<file path="src/rtl/mypio_gen2.sv">
// Board I/O peripheral: debounced keys with press capture, switches, LEDs and a scanned 7-segment display.
// Define MYPIO_GEN2_IRQ_EN to build the maskable press interrupt; otherwise irq is tied low.
module mypio_gen2 #(
    parameter int N_KEY       = 2,
    parameter int N_SW        = 4,
    parameter int N_LED       = 8,
    parameter int N_DIGIT     = 4,
    parameter int DEB_CYCLES  = 50000,
    parameter int SCAN_CYCLES = 50000
) (
    input  logic                 clk,
    input  logic                 reset_n,
    input  logic [2:0]           avs_address,
    input  logic                 avs_read,
    input  logic                 avs_write,
    input  logic [31:0]          avs_writedata,
    output logic [31:0]          avs_readdata,
    input  logic [N_KEY-1:0]     key,
    input  logic [N_SW-1:0]      switch,
    output logic [N_LED-1:0]     led,
    output logic [N_DIGIT+7:0]   seg_output,
    output logic                 irq
);

    localparam int DEB_W  = $clog2(DEB_CYCLES);
    localparam int SCAN_W = $clog2(SCAN_CYCLES);
    localparam int IDX_W  = (N_DIGIT > 1) ? $clog2(N_DIGIT) : 1;
    localparam logic [DEB_W-1:0]  DEB_MAX  = DEB_W'(DEB_CYCLES - 1);
    localparam logic [SCAN_W-1:0] SCAN_MAX = SCAN_W'(SCAN_CYCLES - 1);
    localparam logic [IDX_W-1:0]  IDX_MAX  = IDX_W'(N_DIGIT - 1);

    localparam logic [2:0] ADDR_KEY      = 3'd0;
    localparam logic [2:0] ADDR_SW       = 3'd1;
    localparam logic [2:0] ADDR_LED      = 3'd2;
    localparam logic [2:0] ADDR_SEG_DATA = 3'd3;
    localparam logic [2:0] ADDR_SEG_CTRL = 3'd4;
    localparam logic [2:0] ADDR_EDGE     = 3'd5;
    localparam logic [2:0] ADDR_IRQ_MASK = 3'd6;

    logic                    rst_meta, rst_n;
    logic [N_KEY-1:0]        key_meta, key_sync;
    logic [N_SW-1:0]         sw_meta, sw_sync;
    logic [DEB_W-1:0]        deb_cnt [N_KEY];
    logic [N_KEY-1:0]        key_stable, press_set;
    logic [N_KEY-1:0]        edge_cap, irq_mask;
    logic [N_LED-1:0]        led_reg;
    logic [4*N_DIGIT-1:0]    seg_data;
    logic                    seg_en;
    logic [N_DIGIT-1:0]      seg_blank, seg_dp;
    logic [SCAN_W-1:0]       scan_cnt;
    logic [IDX_W-1:0]        digit_idx;
    logic [N_DIGIT+7:0]      seg_next;
    logic [31:0]             rd_mux;
    logic                    wr_led, wr_seg_data, wr_seg_ctrl, wr_edge;
    logic                    unused_wdata;

    assign unused_wdata = ^avs_writedata;

    // Reset asserts immediately but is released two clocks later, synchronous to clk.
    always_ff @(posedge clk or negedge reset_n) begin
        if (!reset_n) begin
            rst_meta <= 1'b0;
            rst_n    <= 1'b0;
        end else begin
            rst_meta <= 1'b1;
            rst_n    <= rst_meta;
        end
    end

    always_ff @(posedge clk or negedge rst_n) begin
        if (!rst_n) begin
            key_meta <= '1;
            key_sync <= '1;
            sw_meta  <= '0;
            sw_sync  <= '0;
        end else begin
            key_meta <= key;
            key_sync <= key_meta;
            sw_meta  <= switch;
            sw_sync  <= sw_meta;
        end
    end

    // key_stable holds the accepted level in pressed-high form.
    always_ff @(posedge clk or negedge rst_n) begin
        if (!rst_n) begin
            for (int i = 0; i < N_KEY; i++) deb_cnt[i] <= '0;
            key_stable <= '0;
        end else begin
            for (int i = 0; i < N_KEY; i++) begin
                if (~key_sync[i] == key_stable[i]) begin
                    deb_cnt[i] <= '0;
                end else if (deb_cnt[i] == DEB_MAX) begin
                    key_stable[i] <= ~key_sync[i];
                    deb_cnt[i]    <= '0;
                end else begin
                    deb_cnt[i] <= deb_cnt[i] + DEB_W'(1);
                end
            end
        end
    end

    always_comb begin
        press_set = '0;
        for (int i = 0; i < N_KEY; i++)
            press_set[i] = ~key_sync[i] & ~key_stable[i] & (deb_cnt[i] == DEB_MAX);
    end

    assign wr_led      = avs_write && (avs_address == ADDR_LED);
    assign wr_seg_data = avs_write && (avs_address == ADDR_SEG_DATA);
    assign wr_seg_ctrl = avs_write && (avs_address == ADDR_SEG_CTRL);
    assign wr_edge     = avs_write && (avs_address == ADDR_EDGE);

    // A new press edge wins over a simultaneous write-one-to-clear.
    always_ff @(posedge clk or negedge rst_n) begin
        if (!rst_n) begin
            led_reg   <= '0;
            seg_data  <= '0;
            seg_en    <= 1'b0;
            seg_blank <= '0;
            seg_dp    <= '0;
            edge_cap  <= '0;
        end else begin
            if (wr_led)      led_reg  <= avs_writedata[N_LED-1:0];
            if (wr_seg_data) seg_data <= avs_writedata[4*N_DIGIT-1:0];
            if (wr_seg_ctrl) begin
                seg_en    <= avs_writedata[0];
                seg_blank <= avs_writedata[N_DIGIT:1];
                seg_dp    <= avs_writedata[N_DIGIT+8:9];
            end
            edge_cap <= (edge_cap & ~(wr_edge ? avs_writedata[N_KEY-1:0] : '0)) | press_set;
        end
    end

    assign led = led_reg;

`ifdef MYPIO_GEN2_IRQ_EN
    logic wr_mask;
    assign wr_mask = avs_write && (avs_address == ADDR_IRQ_MASK);

    always_ff @(posedge clk or negedge rst_n) begin
        if (!rst_n) begin
            irq_mask <= '0;
            irq      <= 1'b0;
        end else begin
            if (wr_mask) irq_mask <= avs_writedata[N_KEY-1:0];
            irq <= |(edge_cap & irq_mask);
        end
    end
`else
    assign irq_mask = '0;
    assign irq      = 1'b0;
`endif

    always_comb begin
        rd_mux = '0;
        case (avs_address)
            ADDR_KEY:      rd_mux[N_KEY-1:0]   = key_stable;
            ADDR_SW:       rd_mux[N_SW-1:0]    = sw_sync;
            ADDR_LED:      rd_mux[N_LED-1:0]   = led_reg;
            ADDR_SEG_DATA: rd_mux[4*N_DIGIT-1:0] = seg_data;
            ADDR_SEG_CTRL: begin
                rd_mux[0]           = seg_en;
                rd_mux[N_DIGIT:1]   = seg_blank;
                rd_mux[N_DIGIT+8:9] = seg_dp;
            end
            ADDR_EDGE:     rd_mux[N_KEY-1:0]   = edge_cap;
            ADDR_IRQ_MASK: rd_mux[N_KEY-1:0]   = irq_mask;
            default:       rd_mux = '0;
        endcase
    end

    always_ff @(posedge clk or negedge rst_n) begin
        if (!rst_n)        avs_readdata <= '0;
        else if (avs_read) avs_readdata <= rd_mux;
    end

    // The digit index keeps rotating even while the display is disabled.
    always_ff @(posedge clk or negedge rst_n) begin
        if (!rst_n) begin
            scan_cnt  <= '0;
            digit_idx <= '0;
        end else if (scan_cnt == SCAN_MAX) begin
            scan_cnt  <= '0;
            digit_idx <= (digit_idx == IDX_MAX) ? '0 : digit_idx + IDX_W'(1);
        end else begin
            scan_cnt <= scan_cnt + SCAN_W'(1);
        end
    end

    function automatic logic [6:0] hex_to_seg(input logic [3:0] h);
        case (h)
            4'h0: hex_to_seg = 7'h40;
            4'h1: hex_to_seg = 7'h79;
            4'h2: hex_to_seg = 7'h24;
            4'h3: hex_to_seg = 7'h30;
            4'h4: hex_to_seg = 7'h19;
            4'h5: hex_to_seg = 7'h12;
            4'h6: hex_to_seg = 7'h02;
            4'h7: hex_to_seg = 7'h78;
            4'h8: hex_to_seg = 7'h00;
            4'h9: hex_to_seg = 7'h10;
            4'hA: hex_to_seg = 7'h08;
            4'hB: hex_to_seg = 7'h03;
            4'hC: hex_to_seg = 7'h46;
            4'hD: hex_to_seg = 7'h21;
            4'hE: hex_to_seg = 7'h06;
            default: hex_to_seg = 7'h0E;
        endcase
    endfunction

    always_comb begin
        seg_next = '1;
        if (seg_en && !seg_blank[digit_idx])
            seg_next = {~(N_DIGIT'(1) << digit_idx), ~seg_dp[digit_idx],
                        hex_to_seg(seg_data[{digit_idx, 2'b00} +: 4])};
    end

    always_ff @(posedge clk or negedge rst_n) begin
        if (!rst_n) seg_output <= '1;
        else        seg_output <= seg_next;
    end

endmodule

</file>
<file path="config.mk">
export PLATFORM = sky130hd
export DESIGN_NAME = mypio_gen2
export DESIGN_NICKNAME = d
export VERILOG_FILES = /design/src/rtl/mypio_gen2.sv
export SDC_FILE = /design/constraint.sdc
export NUM_CORES = 1
export LEC_CHECK = 0
export CAP_MARGIN = 20
export CORE_MARGIN = 2
export CORE_UTILIZATION = 48
export CTS_CLUSTER_DIAMETER = 100
export DETAILED_ROUTE_END_ITERATION = 8
export GPL_ROUTABILITY_DRIVEN = 0
export GPL_TIMING_DRIVEN = 0
export HOLD_SLACK_MARGIN = 0.15
export PLACE_DENSITY = 0.76
export SYNTH_ARGS = -nofsm -noshare
export SYNTH_HDL_FRONTEND = slang
export SYNTH_SLANG_ARGS = --single-unit
</file>
<file path="constraint.sdc">
create_clock -name clk -period 3.67 [get_ports clk]
set_clock_uncertainty 0.05 [all_clocks]
set_input_delay 1.101 -clock clk [delete_from_list [all_inputs] [get_ports clk]]
set_output_delay 1.101 -clock clk [all_outputs]
set_load 0.05 [all_outputs]
</file>
==> results.py <==
metrics = {
    "outcome": {
        "status": "finished clean",
    },
    "timing": {
        "min_period_ns": 3.05,
        "max_clock_freq_mhz": 328,
        "worstMarginPinSlew_ns": 0.695,
        "timing.final.crit_share": 0.832,
        "slew_headroom": 0.536,
        "finalHoldViolCount": 0,
        "maxSlewViolCount": 0,
        "finalSetupViolations": 0,
        "fin_ws_ns": 0.618,
        "tns_ns": 0,
        "rsz0062_at_grt": "false",
    },
    "detailed_routing": {
        "final_antenna_net_count": 0,
        "via_per_inst": 5.32,
        "wl_met3_um": 695,
        "vias": 4265,
        "routed_wl_mm": 12.6,
        "dr_wl_met2_mm": 6.28,
        "wl_met1_mm": 5.42,
        "post_drt_wl_per_cell_um": 15.7,
        "drt-initial-drc-count": 298,
        "drtPass1Iterations": 6,
        "drc": 0,
        "routed.top_layer": "met4",
    },
    "hold_path": {
        "min_path_type": "reg -> reg",
        "hp-start": "sw_meta[3]$_DFF_PN0_",
        "min_to": "sw_sync[3]$_DFF_PN0_",
        "whs_path_depth": 0,
    },
    "setup_path": {
        "critPathBufInv": 3,
        "rr_startpoint": "digit_idx[0]$_DFFE_PN0N_",
        "start_kind": "input pin",
        "crit_type": "in -> reg",
        "cp.required_ns": 3.92,
        "worstSetupEndpointType": "register",
        "worstPathArrival_ns": 3.30,
        "path_delay_family": "buffers and inverters",
        "worst-path-stages": 7,
        "ff2ff_setup_slack_ns": 1.49,
        "cp_cell_sequence": "clkdlybuf4s50_1, buf_2, nor2b_1, and2b_1, and2_1, buf_2, mux2_2",
        "r2r_cells": 8,
        "cp_slowest_cell": "clkdlybuf4s50_1",
        "crit_path_frequent_cell": "buf_2",
        "slowest_delay_ns": 0.51,
        "worstPathMaxFanout": 10,
        "reg2reg_to": "seg_output[3]$_DFF_PN1_",
    },
    "floorplan": {
        "coreArea_um2": 12100,
        "start_util": 0.498,
        "rows": 40,
        "die_x_um": 116,
        "ioPinCount": 98,
        "fp.dieArea_um2": 13500,
        "die_y_um": 116,
    },
    "grt": {
        "grt_max_degree": 76,
        "grt_antenna_before_repair": 0,
        "grt_pass1_vias": 4281,
        "grt_overflow": 0,
        "grt_pass1_wl_mm": 21.1,
        "grt_usage": 0.206,
    },
    "layout": {
        "nets": 680,
        "synthToLayoutAreaGrowth_pct": 25.3,
        "regArea_um2": 3250,
        "fillCellCount": 967,
        "diodes": 0,
        "drive_gt1_frac": 0.207,
        "final_util": 0.624,
        "largest_register_ffs": 32,
        "top_register": "deb_cnt",
        "multi_input_area_um2": 2540,
    },
    "power_and_ir_drop": {
        "vdd_drop_max_mv": 0.292,
        "leakagePower_nw": 3.22,
        "power.total_mw": 4.12,
        "power_density_nw_per_um2": 546,
    },
    "clock_network": {
        "cts_sinks": 129,
        "hold_buffers": 0,
        "htreeDepth": 4,
        "clkSlewWorstSetupHoldPaths_ns": 0.06,
        "post_cts_resize_count": 0,
        "worst_skew_pair.late_latency_ns": 0.41,
        "numCtsBuffers": 17,
        "cts-root-buf": "clkbuf_16",
        "postCtsSetupRepairBufs": 0,
        "cts_tree": "done",
        "clockBufferDepth": 2,
    },
    "logic_synthesis": {
        "yosysUniqueCellTypes": 54,
        "ys_seq_area_frac": 0.539,
        "synth_seq_cells": 129,
        "syn_inst": 521,
        "ys.flop_type": "dfrtp_1",
        "syn_avg_cell_area_um2": 11.6,
        "synth-edff-count": 0,
        "post_synth_instance_area_um2": 6030,
        "ys_async_sr_fraction": 1.00,
        "yosysWarnings": 0,
    },
    "run": {
        "maxCapViolations": 0,
    },
    "placed_design": {
        "post-dp-hpwl_mm": 8.75,
        "place.port_buffers": 63,
        "preCtsSetupSlack_ns": 0.243,
    },
}
==> report_power, final <==
| part | switching, mW | internal (mW) | total [mW] |
|---|---|---|---|
| logic | 0.465 | 0.310 | 0.775 |
| clock network | 0.591 | 1.07 | 1.66 |
| registers | 0.112 | 1.58 | 1.69 |
| total | 1.17 | 2.96 | 4.12 |
==> kinds of logic after synthesis <==
kind of cell	count (synthesis)	share of synthesized area
fa+ha+maj	15	0.0311
flops	129	0.539
mux	52	0.107
buf+inv	59	0.0502
simple gates	170	0.152
compound gates	59	0.0689
other cells	2	0.00125
xor+xnor	35	0.0509
==> cell type report <==
| class | count | share of cell area |
|---|---|---|
| repair buffers | 64 | 0.0871 |
| well taps | 168 | 0.0278 |
| clock buffers | 23 | 0.0646 |
| clock inverters | 9 | 0.0139 |
| flip-flops and latches | 129 | 0.431 |
| inverters | 21 | 0.0104 |
| plain buffers | 38 | 0.0297 |
| multi-input cells | 349 | 0.336 |
==> cells in the final DEF (no fill, tap or decap), types with 17 or more instances in the layout <==
cell type        instances
dfrtp_1                112
clkdlybuf4s50_1         63
nor2_1                  50
mux2_2                  39
nand2_1                 32
inv_1                   21
xnor2_1                 19
buf_4                   18
conb_1                  18
clkbuf_16               17
==> worst max-delay path by stage <==
stage / from / to / slack [ns]
floorplan: avs_address[2] / seg_data[10]$_DFFE_PN0P_ / 1.13
global placement: avs_address[2] / seg_data[7]$_DFFE_PN0P_ / 0.32
detailed placement: avs_address[2] / seg_dp[2]$_DFFE_PN0P_ / 0.24
CTS: avs_address[2] / seg_dp[2]$_DFFE_PN0P_ / 0.66
global route: avs_address[2] / seg_en$_DFFE_PN0P_ / 0.47
finish: avs_address[2] / seg_blank[3]$_DFFE_PN0P_ / 0.62
==> layer usage <==
layer | GRT usage | up-vias
met5 | 0 | -
met4 | 0.0810 | 0
met3 | 0.0591 | 23
met2 | 0.337 | 111
met1 | 0.261 | 2132
li1 | - | 1999
==> through the flow <==
stage,std cells,instance area (um2),hold slack (ns)
final,801,7550,0.300
after global routing,801,7550,0.307
after CTS,801,7550,0.300
after detailed placement,769,6960,0.287
after global placement,768,6930,0.287
after floorplan,537,6090,0.281
==> synth_stat cells, drive strengths merged, types with 7 or more instances <==
cell,n,share of area
nand4,14,0.015
nor4,7,0.0098
mux2,39,0.073
o21ai,12,0.010
dfstp,16,0.070
nor3,8,0.0066
nand3,18,0.017
dfrtp,113,0.47
mux2i,7,0.012
xnor2,19,0.028
inv,21,0.013
nand2,32,0.020
o2bb2ai,8,0.012
ha,15,0.031
clkbuf,8,0.0050
xor2,16,0.023
nor2,50,0.031
buf,30,0.032
a21oi,11,0.0098
(Power assumes the default switching activity.)
